<file path="config.mk">
export PLATFORM = sky130hd
export DESIGN_NAME = if_prefetch
export DESIGN_NICKNAME = d
export VERILOG_FILES = /design/src/rtl/if_prefetch_pkg.sv /design/src/rtl/if_prefetch_sync_fifo.sv /design/src/rtl/if_prefetch.sv
export SDC_FILE = /design/constraint.sdc
export NUM_CORES = 1
export LEC_CHECK = 0
export BUFFER_PORTS_ARGS = -buffer_cell sky130_fd_sc_hd__buf_2
export CORE_ASPECT_RATIO = 1.1
export CORE_MARGIN = 1.5
export CORE_UTILIZATION = 40
export CTS_CLUSTER_SIZE = 24
export DETAILED_ROUTE_END_ITERATION = 7
export GPL_TIMING_DRIVEN = 0
export PLACE_DENSITY_LB_ADDON = 0.05
export SKIP_CTS_REPAIR_TIMING = 1
export SLEW_MARGIN = 10
export SYNTH_ARGS = -nofsm -noshare
export SYNTH_HDL_FRONTEND = slang
export SYNTH_SLANG_ARGS = --single-unit
</file>
<file path="constraint.sdc">
create_clock -name clk -period 9.8 [get_ports clk]
set_clock_uncertainty 0.2 [all_clocks]
set_input_delay 2.94 -clock clk [delete_from_list [all_inputs] [get_ports clk]]
set_output_delay 2.94 -clock clk [all_outputs]
set_load 0.02 [all_outputs]
</file>
<file path="src/rtl/if_prefetch_pkg.sv">
// rtl/if_prefetch_pkg.sv - shared constants and instruction-select helper for the fetch unit
package if_prefetch_pkg;

    localparam logic [63:0] RESET_PC_DEFAULT = 64'h0000_0000_8000_0000;
    localparam logic [7:0]  AR_SIZE          = 8'b0000_1111;

    // A wide beat carries two instructions; pc[2] picks the upper one.
    function automatic logic [31:0] inst_select(input logic [63:0] beat,
                                                input logic        hi_half,
                                                input logic        wide_bus);
        if (wide_bus && hi_half)
            return beat[63:32];
        return beat[31:0];
    endfunction

endpackage

</file>
<file path="src/rtl/if_prefetch_sync_fifo.sv">
// rtl/if_prefetch_sync_fifo.sv - synchronous FIFO with flush, count and full/empty flags
module if_prefetch_sync_fifo #(
    parameter int WIDTH = 8,
    parameter int DEPTH = 4,
    localparam int PW   = (DEPTH > 1) ? $clog2(DEPTH) : 1,
    localparam int CW   = $clog2(DEPTH + 1)
) (
    input  logic             clk,
    input  logic             rst,
    input  logic             flush,
    input  logic             push,
    input  logic [WIDTH-1:0] push_data,
    input  logic             pop,
    output logic [WIDTH-1:0] pop_data,
    output logic [CW-1:0]    count,
    output logic             full,
    output logic             empty
);

    logic [WIDTH-1:0] mem [DEPTH];
    logic [PW-1:0]    wr_ptr;
    logic [PW-1:0]    rd_ptr;
    logic             do_push;
    logic             do_pop;

    // Explicit wrap so depths that are not a power of two still work.
    function automatic logic [PW-1:0] ptr_inc(input logic [PW-1:0] p);
        return (p == PW'(DEPTH - 1)) ? '0 : p + PW'(1);
    endfunction

    assign full     = (count == CW'(DEPTH));
    assign empty    = (count == '0);
    assign do_push  = push && (!full || pop);
    assign do_pop   = pop && !empty;
    assign pop_data = mem[rd_ptr];

    always_ff @(posedge clk) begin
        if (do_push)
            mem[wr_ptr] <= push_data;
    end

    always_ff @(posedge clk) begin
        if (rst || flush) begin
            wr_ptr <= '0;
            rd_ptr <= '0;
            count  <= '0;
        end else begin
            if (do_push)
                wr_ptr <= ptr_inc(wr_ptr);
            if (do_pop)
                rd_ptr <= ptr_inc(rd_ptr);
            count <= count + CW'(do_push) - CW'(do_pop);
        end
    end

endmodule

</file>
<file path="src/rtl/if_prefetch.sv">
// rtl/if_prefetch.sv - pipelined instruction fetch with prefetch queue and redirect flushing
module if_prefetch
    import if_prefetch_pkg::*;
#(
    parameter int              XLEN            = 64,
    parameter int              BUS_W           = 64,
    parameter logic [XLEN-1:0] RESET_PC        = XLEN'(RESET_PC_DEFAULT),
    parameter int              FIFO_DEPTH      = 4,
    parameter int              MAX_OUTSTANDING = 2
) (
    input  logic             clk,
    input  logic             rst,
    input  logic             trap_valid,
    input  logic [XLEN-1:0]  trap_pc,
    input  logic             br_valid,
    input  logic [XLEN-1:0]  br_pc,
    output logic             ar_valid,
    input  logic             ar_ready,
    output logic [XLEN-1:0]  ar_addr,
    output logic [7:0]       ar_size,
    input  logic             r_valid,
    output logic             r_ready,
    input  logic [BUS_W-1:0] r_data,
    output logic             out_valid,
    input  logic             out_ready,
    output logic [XLEN-1:0]  out_pc,
    output logic [31:0]      out_inst
);

    localparam int QW  = XLEN + 32;
    localparam int QCW = $clog2(FIFO_DEPTH + 1);
    localparam int ICW = $clog2(MAX_OUTSTANDING + 1);
    localparam int OW  = $clog2(MAX_OUTSTANDING + 2);

    logic [XLEN-1:0] fetch_pc;
    logic [XLEN-1:0] ar_addr_q;
    logic            ar_valid_q;
    logic            r_ready_q;
    logic [OW-1:0]   outstanding;
    logic [OW-1:0]   drop_cnt;

    logic            redirect;
    logic [XLEN-1:0] target;
    logic [XLEN-1:0] issue_pc;
    logic            ar_hs;
    logic            r_hs;
    logic            ar_valid_next;
    logic            launch;
    logic [OW-1:0]   out_next;
    logic [QCW-1:0]  q_next;
    logic            q_push;
    logic            q_pop;
    logic [31:0]     rsp_inst;

    logic [QCW-1:0]  q_count;
    logic            q_full;
    logic            q_empty;
    logic [QW-1:0]   q_head;
    logic [XLEN-1:0] rsp_pc;
    logic [ICW-1:0]  if_count;
    logic            if_full;
    logic            if_empty;
    logic            unused_flags;

    always_comb begin
        redirect    = trap_valid || br_valid;
        target      = trap_valid ? trap_pc : br_pc;
        target[1:0] = 2'b00;
        issue_pc    = redirect ? target : fetch_pc;
        ar_hs       = ar_valid_q && ar_ready;
        r_hs        = r_valid && r_ready_q;
        rsp_inst    = inst_select(64'(r_data), rsp_pc[2], BUS_W == 64);
        q_push      = r_hs && !redirect && (drop_cnt == '0);
        q_pop       = !q_empty && out_ready && !redirect;
        out_next    = outstanding + OW'(ar_hs) - OW'(r_hs);
        q_next      = redirect ? '0 : q_count + QCW'(q_push) - QCW'(q_pop);
        // Credit counts queued entries plus accepted reads, so every response has a slot.
        ar_valid_next = (ar_valid_q && !ar_hs) ||
                        ((32'(q_next) + 32'(out_next)) < 32'(FIFO_DEPTH) &&
                         32'(out_next) < 32'(MAX_OUTSTANDING));
        launch      = ar_valid_next && (!ar_valid_q || ar_hs);
    end

    always_ff @(posedge clk) begin
        if (rst) begin
            fetch_pc    <= RESET_PC;
            ar_addr_q   <= '0;
            ar_valid_q  <= 1'b0;
            r_ready_q   <= 1'b0;
            outstanding <= '0;
            drop_cnt    <= '0;
        end else begin
            r_ready_q   <= 1'b1;
            ar_valid_q  <= ar_valid_next;
            outstanding <= out_next;
            if (launch) begin
                ar_addr_q <= issue_pc;
                fetch_pc  <= issue_pc + XLEN'(4);
            end else if (redirect) begin
                fetch_pc  <= target;
            end
            // Everything accepted so far, plus a held request, now returns stale data.
            if (redirect)
                drop_cnt <= out_next + OW'(ar_valid_q && !ar_hs);
            else if (r_hs && drop_cnt != '0)
                drop_cnt <= drop_cnt - OW'(1);
        end
    end

    if_prefetch_sync_fifo #(
        .WIDTH (QW),
        .DEPTH (FIFO_DEPTH)
    ) u_queue (
        .clk       (clk),
        .rst       (rst),
        .flush     (redirect),
        .push      (q_push),
        .push_data ({rsp_pc, rsp_inst}),
        .pop       (q_pop),
        .pop_data  (q_head),
        .count     (q_count),
        .full      (q_full),
        .empty     (q_empty)
    );

    if_prefetch_sync_fifo #(
        .WIDTH (XLEN),
        .DEPTH (MAX_OUTSTANDING)
    ) u_inflight (
        .clk       (clk),
        .rst       (rst),
        .flush     (1'b0),
        .push      (ar_hs),
        .push_data (ar_addr_q),
        .pop       (r_hs),
        .pop_data  (rsp_pc),
        .count     (if_count),
        .full      (if_full),
        .empty     (if_empty)
    );

    assign unused_flags = ^{q_full, if_full, if_empty, if_count};

    assign ar_valid  = ar_valid_q;
    assign ar_addr   = ar_addr_q;
    assign ar_size   = AR_SIZE;
    assign r_ready   = r_ready_q;
    assign out_valid = !q_empty;
    assign out_pc    = out_valid ? q_head[QW-1:32] : '0;
    assign out_inst  = out_valid ? q_head[31:0] : '0;

endmodule

</file>
==> metrics list, run 1 <==
- Routed Wire Length: 73.2 mm
* WL/cell: 23.0 um
* Synthesis Warnings: 0
- The flow ran to the end, and the final reports show no timing, DRC or antenna violations.
* Largest delay contributor family on the critical path: simple AND/OR/NAND/NOR gates
* Post-route clock period utilization: 88.6%
- Summing every instance area after synthesis gives 27200 um^2.
- Count of final max-slew check failures: 0
* Vias after detailed routing: 16.5k
* Placed cell count: 3050
- Most frequent cells in the layout: 512 x sky130_fd_sc_hd__edfxtp_1, 365 x sky130_fd_sc_hd__buf_2, 197 x sky130_fd_sc_hd__nand2_1
- For this run, design rule violations remaining after detail routing come to 0.
- In this run, the number of DRC markers left after iteration 0 of detailed routing was 967.
* Cell Pwr Density: 203 nW/um^2
- Yosys reg bits: 660
- Synthesis handed over a netlist of 1810 instances.
* Worst-path fanout max: 10
- Cell at the root of the clock tree: sky130_fd_sc_hd__clkbuf_16
* Final period demand of the worst path: 8680 ps
- For this run, the register share of the synthesized area comes to 67.5%.
* Number of buffers and inverters on the critical path: 7
* RD Place Congestion: 0.843
* Cell with the largest stage delay on the worst path: sky130_fd_sc_hd__nor4b_2
- The largest single stage delay on the critical path is 1100 ps.
- Maximum level of the CTS H-tree: 3
- In this run the static leakage power is 0.0118 uW.
- In this run the deepest clock path goes through 3 buffers.
- Cell Count, Final, Fillers Out: 3178
- Critical path data required time: 10120 ps
- Global-route wire length before repair: 107 mm
* Distinct cell type count of the synthesized netlist: 63
* Relative slew slack: 23.0%
- Detailed Place HPWL: 51.0 mm
- The die is 276 um tall.
* Tightest Pin Transition: 1150 ps
* Fillcell total: 5987
- Crit path launch type: input pin
- Max rail drop VDD: 0.116 mV
- Number of max-capacitance violations reported: 0
* Most frequent cell on the critical path: sky130_fd_sc_hd__buf_2
* Crit. End Element: flop
- Final WS setup: 1120 ps
- Worst slack at placement: 551 ps
- Of the cells placed in the final design, the portion with a size suffix greater than 1 is 30.6%.
* Worst path cell trace: buf_4, buf_6, buf_2, buf_2, buf_2, clkbuf_1, buf_1, nor3_1, ha_1, and3_1, o21ai_1, nand4_1, nor4b_2, nand3_1, or3_1, a21oi_1
- Setup violations remaining at the end of the flow were counted as 0.
- Number of I/O pins: 370
* Via count of the first global-routing pass: 16.7k
- Floorplan die area: 69500 um^2
- Peak clock frequency supported by timing: 115 MHz
- Overall fraction of global-route tracks in use: 21.1%
* WP data arrival: 9000 ps
- After clock tree synthesis, the clock-pin slew on the worst setup and hold paths is 60 ps.
* Primary FF master, synth: sky130_fd_sc_hd__edfxtp_1
* Vias per cell: 5.19
- For this run, the detailed router's first-pass iteration total came to 6.
- The final number of hold-violating endpoints is 0.
* Share of synthesized registers carrying an async set or reset: 0%
- Core area: 67400 um^2
- Synthesized area divided by synthesized cell count: 15.0 um^2
- Buffers inserted during clock tree synthesis total 72.
* Path type of the worst setup path: input pin to flop
* IO buf count: 355
* Starting density of the core: 40.3%
* Clock Sinks: 660
- Die outline width: 252 um
* Path class of the lowest-slack min-delay path: flop to flop
- Row generation in the floorplan step produced 100 rows.
- The number of antenna violations at the first check in global routing is 5.
- Remaining antenna violation count: 0
- Entering global routing, the biggest net connects 48 pins.
* Total global routing overflow: 0
* Most common library cell in the layout ignoring fill and taps: sky130_fd_sc_hd__edfxtp_1
- Clock latency on the worst-skew pair: 600 ps
- Compared with the post-synthesis result, the final layout area differs by 19.8%.
- Clock tree from TritonCTS: built
- Post-synth EDFFs: 512
* Setup repair after global routing missed its margin: false
- Number of nets in the layout: 2475
[state kept, by name (all words and copies together), names as in the netlist, 3 cells and up, named ones only]
name and count:
u_inflight.mem 128, u_queue.count 3, u_queue.mem 384, fetch_pc 64, ar_addr 64
[worst paths after layout]
kind / cells past startpoint / from / slack [ps] / endpoint
setup / recovery: 16 / trap_valid / 1120 / fetch_pc[54]$_SDFF_PP0_
setup reg to reg: 18 / u_queue.count[1]$_SDFF_PP0_ / 3060 / fetch_pc[54]$_SDFF_PP0_
hold reg to reg: 1 / fetch_pc[0]$_SDFF_PP0_ / 260 / fetch_pc[0]$_SDFF_PP0_
hold / removal: 1 / fetch_pc[0]$_SDFF_PP0_ / 260 / fetch_pc[0]$_SDFF_PP0_
[per-layer routing]
| metal | global-route usage [%] | wire length (um) | vias up |
|---|---|---|---|
| li1 | - | - | 7674 |
| met1 | 28.2 | 31800 | 8270 |
| met2 | 35.4 | 36300 | 444 |
| met3 | 2.88 | 3380 | 98 |
| met4 | 6.95 | 1760 | 2 |
| met5 | 0 | 17 | - |
[per-stage QoR]
stage               hold WS (ps)  util, %  setup TNS, ps  power (uW)  instance area [um^2]
finish                       258     48.3              0        6600                 32600
global route                 291     48.3              0        6860                 32600
CTS                          264     48.3              0        6690                 32600
floorplan                    229        -              0        3820                 27200
global placement             244     44.6         -70150        4130                 30100
detailed placement           250     45.1              0        4160                 30400
[layout make-up]
type	count	area [um^2]	area share, %
Buffer	108	526	1.61
Clock inverter	23	151	0.465
Antenna cell	2	5.00	0.0154
Tap cell	867	1080	3.33
Timing Repair Buffer	367	2090	6.42
Inverter	20	75.1	0.231
Sequential cell	660	18300	56.3
Clock buffer	103	2010	6.17
Multi-Input combinational cell	1028	8280	25.4
[cells in the mapped netlist (all sizes together), types with 5 or more instances]
master | instances | share of area, %
nor2b | 8 | 0.18
nand4 | 25 | 0.65
ha | 17 | 0.78
o21a | 10 | 0.28
buf | 38 | 0.97
mux2 | 100 | 4.1
edfxtp | 512 | 57
clkbuf | 70 | 0.97
a31o | 5 | 0.16
xor2 | 13 | 0.42
inv | 19 | 0.26
mux4 | 96 | 8.0
o21ai | 72 | 1.4
xnor2 | 26 | 0.84
nand3 | 20 | 0.41
and2 | 109 | 2.5
and3 | 9 | 0.21
or4 | 5 | 0.15
or3 | 13 | 0.32
nor3 | 13 | 0.24
nand2 | 197 | 2.7
nor4 | 12 | 0.47
a21oi | 97 | 1.8
dfxtp | 148 | 11
mux2i | 65 | 2.4
nor2 | 70 | 0.97
o31ai | 5 | 0.14
[power by group]
part	internal, uW	switching [uW]	leakage [uW]
clock network	1450	1060	0.00106
logic	268	509	0.00487
registers	3230	83.2	0.00588
total	4950	1650	0.0118
[logic make-up (layout without fill, tap and decap cells)]
group	count (synthesis)	in the layout	synth area share, %
AOI/OAI and AO/OA	198	198	3.98
xor gates and xnor gates	41	41	1.43
adders and majority gates	19	19	0.930
buffers and inverters	128	621	2.21
DFF	660	660	67.5
muxes	261	261	14.5
other	2	10	0.0276
and+or+nand+nor	501	501	9.45
No activity file was read; power rests on OpenSTA's default activity.
==> run 2: changes to the inputs <==
--- a/config.mk
+++ b/config.mk
@@ -8,7 +8,7 @@
 export BUFFER_PORTS_ARGS = -buffer_cell sky130_fd_sc_hd__buf_2
 export CORE_ASPECT_RATIO = 1.1
 export CORE_MARGIN = 1.5
-export CORE_UTILIZATION = 40
+export CORE_UTILIZATION = 45
 export CTS_CLUSTER_SIZE = 24
 export DETAILED_ROUTE_END_ITERATION = 7
 export GPL_TIMING_DRIVEN = 0
==> run 2 against run 1 <==
- critical path depth stayed put
- via count is 0.92% higher
- register-to-register slack improved by 240 ps
- flip-flop and latch count did not move
- cell count is 3.0% lower
- wire length is 2.8% lower
- core utilization rose by 6.2 points
==> metrics list, run 2 (synthesis gave the netlist of run 1 again) <==
- The first-pass GRT wire length was 104 mm (was 107 mm).
* Tightest Pin Transition: 1080 ps (was 1150 ps)
- Most frequent cells in the layout: 512 x sky130_fd_sc_hd__edfxtp_1, 365 x sky130_fd_sc_hd__buf_2, 197 x sky130_fd_sc_hd__nand2_1 (unchanged).
- Cell Count, Final, Fillers Out: 3083 (was 3178)
- The net load switching power came to 1680 uW (was 1650 uW).
- Post-DP Area: 30200 um^2 (was 30400 um^2)
- Clock Path Buffers: 3 (unchanged)
* Post-layout instance area: 32500 um^2 (was 32600 um^2)
* Maximum level of the CTS H-tree: 3 (unchanged)
* Number of I/O pins: 370 (unchanged)
- The number of antenna violations at the first check in global routing came to 5 (unchanged).
- Cell at the root of the clock tree: sky130_fd_sc_hd__clkbuf_16 (unchanged)
* Remaining antenna violation count: 0 (unchanged)
- Starting density of the core: 45.5% (was 40.3%)
* Relative slew slack: 27.9% (was 23.0%)
* Drt drc: 0 (unchanged)
- Vias after detailed routing: 16.6k (was 16.5k)
- Clock tree from TritonCTS: built (unchanged)
- Outcome: complete, no violations (unchanged).
- Count of final max-slew check failures: 0 (unchanged)
* Final period demand of the worst path: 8470 ps (was 8680 ps)
- Post-route clock period utilization: 86.5% (was 88.6%)
* Largest net degree at the start of global routing: 42 (was 48)
* Overall fraction of global-route tracks in use: 23.0% (was 21.1%)
* Number of cells on the critical path: 16 (unchanged)
- Worst slack at placement: 766 ps (was 551 ps)
* Relative contribution of combinational cells to total power: 11.5% (was 11.8%)
- RD Place Congestion: 0.889 (was 0.843)
- The kind of start point of the critical path was an input pin (unchanged).
- Largest registers in the final layout: u_queue.mem: 384 flops, u_inflight.mem: 128 flops (unchanged).
- DIE HEIGHT: 261 um (was 276 um)
- The count of placed standard cells including taps was 2951 (was 3050).
- Clock-pin slew reported for the worst setup and hold paths after clock tree synthesis: 60 ps (about the same)
- The area of the core is 59700 um^2 (was 67400 um^2).
- Detailed Place HPWL: 49.1 mm (was 51.0 mm)
- The sort of element at the end of the critical path is a flop (unchanged).
- The buffering stage count on the worst path with inverters included was 7 (unchanged).
- The fraction of the core area covered by cells at the end of the flow is 54.5% (was 48.3%).
* Peak clock frequency supported by timing: 118 MHz (was 115 MHz)
* IO buf count: 355 (unchanged)
* WP data arrival: 8800 ps (was 9000 ps)
- The number of global-route vias before repair came to 16.9k (was 16.7k).
* Num CTS Buffers: 70 (was 72)
* 1st-iter DRT viols: 1041 (was 967)
- The hold-critical path depth was 1 (unchanged).
- The required time reported for the critical path endpoint was 10130 ps (was 10120 ps).
- Share of total power consumed by net switching: 24.9% (was 25.0%)
- Largest delay contributor family on the critical path: simple AND/OR/NAND/NOR gates (unchanged)
- The start-to-end type of the worst setup path was input pin to flop (unchanged).
- WL/cell: 23.1 um (was 23.0 um)
- The worst hold margin came to 261 ps (was 258 ps).
- # rows: 94 (was 100)
- The worst-skew pair later-pin latency is 610 ps (was 600 ps).
* Cell with the largest stage delay on the worst path: sky130_fd_sc_hd__nor4b_2 (unchanged)
* Final WS setup: 1330 ps (was 1120 ps)
- Power Internal: 5070 uW (was 4950 uW)
- Floorplan die area: 61900 um^2 (was 69500 um^2)
- The power share of the sequential group was 49.1% (was 50.2%).
* Worst path cell trace: buf_4, buf_6, buf_2, buf_2, buf_2, clkbuf_1, buf_1, nor3_1, ha_1, and3_1, o21ai_1, nand4_1, nor4b_2, nand3_1, or3_1, a21oi_1 (unchanged)
- Share of layout cells above drive strength 1: 30.9% (was 30.6%)
* Path class of the lowest-slack min-delay path: flop to flop (unchanged)
- Clock Sinks: 660 (unchanged)
- Setup repair after global routing missed its margin: false (unchanged).
* Leakage Power: 0.0119 uW (was 0.0118 uW)
- Number of nets in the layout: 2473 (was 2475)
* Vias per cell: 5.40 (was 5.19)
* Number of flip-flops in the largest register: 384 (unchanged)
- Die outline width: 237 um (was 252 um)
* Total global routing overflow: 0 (unchanged)
- The register name with the most flops is u_queue.mem (unchanged).
- Cell Pwr Density: 207 nW/um^2 (was 203 nW/um^2)
* Clock network fraction of design power: 39.4% (was 38.1%)
- The layout overhead on the synthesized area is 19.8% (about the same).
- 1st-pass router iterations: 5 (was 6)
- The number of endpoints failing setup at the final stage is 0 (unchanged).
- Worst-path fanout max: 10 (unchanged)
- The number of cell instances on the worst register-to-register path came to 18 (unchanged).
* Number of max-capacitance violations reported: 0 (unchanged)
- Most common library cell in the layout ignoring fill and taps: sky130_fd_sc_hd__edfxtp_1 (unchanged)
- The library cell appearing most often on the critical path is sky130_fd_sc_hd__buf_2 (unchanged).
* Routed Wire Length: 71.2 mm (was 73.2 mm)
* Max rail drop VDD: 0.112 mV (was 0.116 mV)
- Final count of hold timing violations: 0 (unchanged)
- The largest stage delay on the critical path is 990 ps (was 1100 ps).
-- run 2: power by group through the flow --
stage / clock (uW) / combinational, uW / sequential [uW]
2_1_floorplan: 0 / 423 / 3390
3_3_place_gp: 0 / 744 / 3380
3_5_place_dp: 0 / 775 / 3370
4_1_cts: 2720 / 779 / 3310
5_1_grt: 2830 / 842 / 3320
6_report: 2660 / 776 / 3310
-- run 2: per-stage QoR --
step	total power (uW)	setup TNS, ps
final	6750	0
after global routing	7000	0
after CTS	6810	0
after detailed placement	4150	0
after global placement	4120	-16590
after floorplan	3820	0
-- run 2: layer usage --
layer / vias to the layer above / global-route usage (%) / share of wire (%)
li1: 7678 / - / -
met1: 8375 / 29.5 / 42
met2: 498 / 39.1 / 50
met3: 85 / 4.94 / 6.5
met4: 4 / 7.31 / 2.2
met5: - / 0 / 0.041
-- run 2: area by class of cell --
cell class	count	area, um^2
well taps	768	961
flip-flops and latches	660	18300
clock inverters	41	390
inverters	20	75.1
repair buffers	367	2050
fillers	5096	27200
plain buffers	108	526
multi-input cells	1028	8280
diodes	3	7.51
clock buffers	88	1910
-- run 2: path summary, 6_finish.rpt --
path	start	to	slack [ps]
setup reg to reg	u_queue.count[1]$_SDFF_PP0_	fetch_pc[54]$_SDFF_PP0_	3300
hold / removal	fetch_pc[1]$_SDFF_PP0_	fetch_pc[1]$_SDFF_PP0_	260
setup / recovery	trap_valid	fetch_pc[54]$_SDFF_PP0_	1330
hold reg to reg	fetch_pc[1]$_SDFF_PP0_	fetch_pc[1]$_SDFF_PP0_	260
